`config.mk`:
```
export PLATFORM = sky130hd
export DESIGN_NAME = vram_arbiter
export DESIGN_NICKNAME = d
export VERILOG_FILES = /design/src/rtl/vram_pkg.sv /design/src/rtl/rd_tag_pipe.sv /design/src/rtl/vram_arbiter.sv
export SDC_FILE = /design/constraint.sdc
export NUM_CORES = 1
export LEC_CHECK = 0
export BUFFER_PORTS_ARGS = -buffer_cell sky130_fd_sc_hd__buf_2
export CELL_PAD_IN_SITES_DETAIL_PLACEMENT = 0
export CELL_PAD_IN_SITES_GLOBAL_PLACEMENT = 1
export CORE_ASPECT_RATIO = 1.5
export CORE_MARGIN = 5
export CORE_UTILIZATION = 25
export DETAILED_ROUTE_END_ITERATION = 8
export PLACE_DENSITY_LB_ADDON = 0.15
export SETUP_SLACK_MARGIN = 0.05
export SLEW_MARGIN = 10
export SYNTH_ARGS = -nofsm -noshare
export SYNTH_HDL_FRONTEND = slang
export SYNTH_SLANG_ARGS = --single-unit
```
`constraint.sdc`:
```
create_clock -name i_clk -period 3 [get_ports i_clk]
set_input_delay 0.45 -clock i_clk [delete_from_list [all_inputs] [get_ports i_clk]]
set_output_delay 0.45 -clock i_clk [all_outputs]
set_load 0.05 [all_outputs]
```
`src/rtl/vram_pkg.sv`:
```
// vram_pkg -- shared constants and types for the text-VRAM arbiter.
//   AW, DW          : VRAM address / data widths ({row[4:0], col[5:0]}, 8-bit chars)
//   REQ_*           : requester indices; the lowest index has the highest priority
//   state_t         : arbiter FSM encoding
package vram_pkg;

  localparam int AW = 11;
  localparam int DW = 8;

  localparam int REQ_CLEAR  = 0;
  localparam int REQ_SCROLL = 1;
  localparam int REQ_WRITE  = 2;

  typedef enum logic [1:0] {
    IDLE  = 2'd0,
    GRANT = 2'd1,
    DRAIN = 2'd2
  } state_t;

endpackage

```
`src/rtl/rd_tag_pipe.sv`:
```
// rd_tag_pipe -- READ_LAT-deep delay line of {valid, requester index}.
// A tag enters on every granted read and leaves READ_LAT cycles later,
// lined up with the VRAM read data.
//   i_clk, i_rst_n : clock, asynchronous active-low reset
//   i_push         : a granted read is issued this cycle
//   i_idx          : index of the requester issuing it
//   o_rvalid       : one-hot read-valid for the tag at the tail
//   o_nonempty     : at least one read is in flight
module rd_tag_pipe #(
  parameter int N_REQ    = 3,
  parameter int IW       = 2,
  parameter int READ_LAT = 1
) (
  input  logic             i_clk,
  input  logic             i_rst_n,
  input  logic             i_push,
  input  logic [IW-1:0]    i_idx,
  output logic [N_REQ-1:0] o_rvalid,
  output logic             o_nonempty
);

  logic [READ_LAT-1:0] r_vld;
  logic [IW-1:0]       r_idx [READ_LAT];

  always_ff @(posedge i_clk or negedge i_rst_n) begin
    if (!i_rst_n) begin
      r_vld <= '0;
      for (int i = 0; i < READ_LAT; i++) r_idx[i] <= '0;
    end else begin
      r_vld[0] <= i_push;
      r_idx[0] <= i_idx;
      for (int i = 1; i < READ_LAT; i++) begin
        r_vld[i] <= r_vld[i-1];
        r_idx[i] <= r_idx[i-1];
      end
    end
  end

  always_comb begin
    o_rvalid = '0;
    for (int k = 0; k < N_REQ; k++) begin
      if (r_vld[READ_LAT-1] && (r_idx[READ_LAT-1] == IW'(k))) o_rvalid[k] = 1'b1;
    end
  end

  assign o_nonempty = |r_vld;

endmodule

```
`src/rtl/vram_arbiter.sv`:
```
// vram_arbiter -- shares the single text-VRAM port between the clear engine,
// scroll engine and char writer with a req/gnt handshake. Fixed priority on
// entry, no preemption, one idle turnaround cycle between owners, and read
// data tagged so only the issuing requester sees o_rvalid.
//   i_clk, i_rst_n           : clock, asynchronous active-low reset
//   i_req / o_gnt            : per-requester level request, one-hot grant
//   i_addr, i_din            : packed per-requester address / write data
//   i_ce, i_w                : per-requester enable and write strobe
//   o_rdata, o_rvalid        : broadcast read data, one-hot tagged valid
//   o_vram_*, i_vram_dout    : shared VRAM port
//   o_busy                   : grant held or read in flight
//   o_viol                   : sticky, ce seen from a requester without grant
//
// state | meaning
// IDLE  | no owner; lowest-index active request is latched as owner
// GRANT | owner register valid, owner's slice drives the VRAM port
// DRAIN | owner released, waiting for in-flight reads to return
module vram_arbiter
  import vram_pkg::*;
#(
  parameter int N_REQ    = 3,
  parameter int AW       = vram_pkg::AW,
  parameter int DW       = vram_pkg::DW,
  parameter int READ_LAT = 1
) (
  input  logic               i_clk,
  input  logic               i_rst_n,
  input  logic [N_REQ-1:0]    i_req,
  output logic [N_REQ-1:0]    o_gnt,
  input  logic [N_REQ*AW-1:0] i_addr,
  input  logic [N_REQ*DW-1:0] i_din,
  input  logic [N_REQ-1:0]    i_ce,
  input  logic [N_REQ-1:0]    i_w,
  output logic [DW-1:0]       o_rdata,
  output logic [N_REQ-1:0]    o_rvalid,
  output logic [AW-1:0]       o_vram_addr,
  output logic [DW-1:0]       o_vram_din,
  output logic                o_vram_ce,
  output logic                o_vram_w,
  input  logic [DW-1:0]       i_vram_dout,
  output logic                o_busy,
  output logic                o_viol
);

  localparam int IW = (N_REQ > 1) ? $clog2(N_REQ) : 1;

  state_t           r_state;
  state_t           w_state_nxt;
  logic [IW-1:0]    r_owner;
  logic [IW-1:0]    w_owner_nxt;
  logic             r_viol;
  logic [N_REQ-1:0] w_gnt;
  logic [IW-1:0]    w_first;
  logic             w_any_req;
  logic             w_owner_req;
  logic             w_push;
  logic             w_pipe_busy;

  // Descending scan so the lowest active index is the one left standing.
  always_comb begin
    w_first   = '0;
    w_any_req = 1'b0;
    for (int k = N_REQ - 1; k >= 0; k--) begin
      if (i_req[k]) begin
        w_first   = IW'(k);
        w_any_req = 1'b1;
      end
    end
  end

  always_comb begin
    w_gnt = '0;
    for (int k = 0; k < N_REQ; k++) begin
      w_gnt[k] = (r_state == GRANT) && (r_owner == IW'(k));
    end
  end

  // Port mux follows the grant combinationally; with no owner the shared
  // port is parked at zero so a reset or release kills the access at once.
  always_comb begin
    o_vram_addr = '0;
    o_vram_din  = '0;
    for (int k = 0; k < N_REQ; k++) begin
      if (w_gnt[k]) begin
        o_vram_addr = i_addr[k*AW +: AW];
        o_vram_din  = i_din[k*DW +: DW];
      end
    end
  end

  assign o_vram_ce   = |(w_gnt & i_ce);
  assign o_vram_w    = |(w_gnt & i_w);
  assign w_push      = |(w_gnt & i_ce & ~i_w);
  assign w_owner_req = |(w_gnt & i_req);

  always_comb begin
    w_state_nxt = r_state;
    w_owner_nxt = r_owner;
    unique case (r_state)
      IDLE: begin
        if (w_any_req) begin
          w_state_nxt = GRANT;
          w_owner_nxt = w_first;
        end
      end
      GRANT: begin
        // A read issued in the release cycle still counts as in flight.
        if (!w_owner_req) w_state_nxt = (w_pipe_busy || w_push) ? DRAIN : IDLE;
      end
      DRAIN: begin
        if (!w_pipe_busy) w_state_nxt = IDLE;
      end
      default: w_state_nxt = IDLE;
    endcase
  end

  always_ff @(posedge i_clk or negedge i_rst_n) begin
    if (!i_rst_n) begin
      r_state <= IDLE;
      r_owner <= '0;
      r_viol  <= 1'b0;
    end else begin
      r_state <= w_state_nxt;
      r_owner <= w_owner_nxt;
      r_viol  <= r_viol | (|(i_ce & ~w_gnt));
    end
  end

  rd_tag_pipe #(
    .N_REQ    (N_REQ),
    .IW       (IW),
    .READ_LAT (READ_LAT)
  ) u_rd_tag_pipe (
    .i_clk      (i_clk),
    .i_rst_n    (i_rst_n),
    .i_push     (w_push),
    .i_idx      (r_owner),
    .o_rvalid   (o_rvalid),
    .o_nonempty (w_pipe_busy)
  );

  assign o_gnt   = w_gnt;
  assign o_rdata = i_vram_dout;
  assign o_busy  = (r_state != IDLE) | w_pipe_busy;
  assign o_viol  = r_viol;

endmodule

```
==> flow_metrics.tcl <==
set metrics [dict create \
    core-area_um2 4470 \
    ant_nets 0 \
    holdCritPathClass "primary input to async pin" \
    synth_top_area_share_pct 18.5 \
    slew_headroom_pct 76.8 \
    viasPerCell 4.75 \
    synth_cells 147 \
    grt_overflow_total 0 \
    die_w_um 65.1 \
    insertion_delay_ns 0.22 \
    grt_pass1_vias 1341 \
    setup_ws_ns 0.908 \
    clock_path_buffers 2 \
    pwr-share-comb_pct 83.8 \
    grt_usage_pct 13.1 \
    total_leakage_power_uw 0.000834 \
    placed_area_um2 1580 \
    drcViolationCount 0 \
    period_share_pct 69.7 \
    place_congestion 0.780 \
    power_switching_uw 1270 \
    hpwl_mm 3.29 \
    ys_seq_area_share_pct 17.6 \
    yosys-top-cells-count "22 x a21oi_1, 21 x mux2i_1, 20 x nand2_1" \
    wire_per_inst_um 14.2 \
    vias 1334 \
    drv_cap 0 \
    start_kind "flop" \
    die_h_um 92.7 \
    worst_ep_required_time_ns 2.55 \
    hold_viol 0 \
    clkTransAtPathRegs_ns 0.04 \
    end_kind "primary output" \
    power.share.clock_pct 6.5 \
    preCtsSetupSlack_ns 1.10 \
    drv_slew 0 \
    clock_skew_ns 0.00100 \
    syn_to_final_growth_pct 42.4 \
    syn_nets 223 \
    fin_setup_tns_ns 0 \
    wl_mm 4.00 \
    synth_top_area_cell "mux2i_1" \
    crit_type "flop to primary output" \
    synth_area_leaders "mux2i_1 18%, dfrtp_1 18%, or2_0 10%" \
    worst-slew-pin-transition_ns 0.343 \
    numPortBuffers 96 \
    cts-hold-fix-buffers 0 \
    status "completed" \
    cts_resized 0 \
    syn_avg_cell_area_um2 7.75 \
    fin_crit_ns 2.09 \
    timing.fmax_mhz 478 \
    start_util_pct 25.5 \
    synth_most_common_cell "a21oi_1" \
    drive_gt1_share_pct 47.2 \
    htree_levels 1 \
    grt_first_pass_wirelength_mm 6.30 \
    cts_made_buffers 3 \
    fin_nets 311 \
    post_cts_buffers 0 \
    drt-initial-drc-count 19 \
    p_int_uw 701 \
    synth-seq-cells 8 \
    syn-cell-area_um2 1140 \
    synth-edff-count 0 \
    critPathArrivalTime_ns 1.64 \
    cts_root_buf "clkbuf_8" \
    io_pins 113 \
    n_antenna_cell 0 \
    fin_util_pct 36.3 \
    rsz0062_at_grt "false" \
    cts_tree "yes" \
    row_count 30 \
    power_frac_seq_pct 9.7 \
    final_cell_area_um2 1620 \
    switching_share_pct 64.3 \
    antenna_found_initial 0 \
    peakVddDrop_uv 589 \
    synthDistinctLibCells 33 \
    async_reset_ff_share_pct 100 \
    yosys_warnings 0 \
    dr.pass1.iters 4 \
    synth_flop_cell "dfrtp_1" \
    grt_max_degree 34 \
    die_area_um2 6030 \
    p_per_area_nw_per_um2 1210 \
    cts.sinks 8 \
    worstPathMaxFanout 10 \
    setup_violations 0 \
]
-- sequential cells by signal, indices dropped and copies added, names as in the netlist --
signal,count
r_owner,2
r_state,2
o_viol,1
u_rd_tag_pipe.r_idx,2
u_rd_tag_pipe.o_nonempty,1
-- metrics by stage --
step	std cells	hold slack, ns	total power (uW)
detailed placement	278	0.309	1860
CTS	281	0.0693	2000
floorplan	147	0.154	1540
global placement	278	0.308	1870
global route	281	0.0661	2110
finish	281	0.0642	1970
-- logic make-up (layout without fill, tap and decap cells) --
kind of cell | after synthesis | in the layout | synth area share [%]
flops | 8 | 8 | 17.6
simple gates | 62 | 62 | 32.1
compound gates | 31 | 31 | 16.9
mux | 21 | 21 | 18.5
buf+inv | 25 | 111 | 14.9
-- final timing paths --
kind	slack [ns]	to	depth (start not counted)	from
max in group asynchronous	2.77	u_rd_tag_pipe.o_nonempty	1	i_rst_n
min	0.06	o_viol	1	i_rst_n
max	0.91	o_vram_din[5]	5	r_owner[0]
max reg2reg	1.61	o_viol	4	r_state[1]
min reg2reg	0.48	o_viol	2	o_viol
min in group i_clk	0.48	o_viol	2	o_viol
-- routing by layer --
| metal | up-vias | routed length [um] | part of all wire (%) | GRT usage, % |
|---|---|---|---|---|
| met5 | - | 0 | 0 | 0 |
| met1 | 601 | 1430 | 36 | 13.8 |
| met3 | 4 | 272 | 6.8 | 2.79 |
| met4 | 0 | 36 | 0.90 | 2.77 |
| met2 | 57 | 2270 | 57 | 25.8 |
| li1 | 672 | - | - | - |
-- layout make-up --
cell class	instances	area (um2)
sequential	8	200
fill	510	2850
tap	48	60.1
clock buffer	3	41.3
inverter	5	18.8
multi-input combinational	114	768
timing repair buffer	103	533
-- cell usage in the layout, fill, tap and decap left out, drive strengths merged, types with 2 or more instances in the layout --
master	n
nand2	20
a21oi	22
nor4bb	2
nand2b	2
nand3b	2
nor3b	2
or2	20
nor4b	2
inv	5
nor3	2
a211oi	2
nor2	4
buf	103
mux2i	21
dfrtp	8
clkbuf	3
nor2b	2
-- critical path, stage by stage (launching register included) --
cell and delay, ns:
dfrtp_1 0.38, nor2b_1 0.31, buf_4 0.24, nand2_1 0.07
a21oi_1 0.14, buf_2 0.28
-- power by group through the flow --
stage,Sequential (uW),Clock (uW),Combinational [uW]
floorplan,186,0,1350
global route,197,141,1770
CTS,190,131,1670
detailed placement,191,0,1670
finish,191,128,1650
global placement,192,0,1680
(Power assumes the default switching activity.)
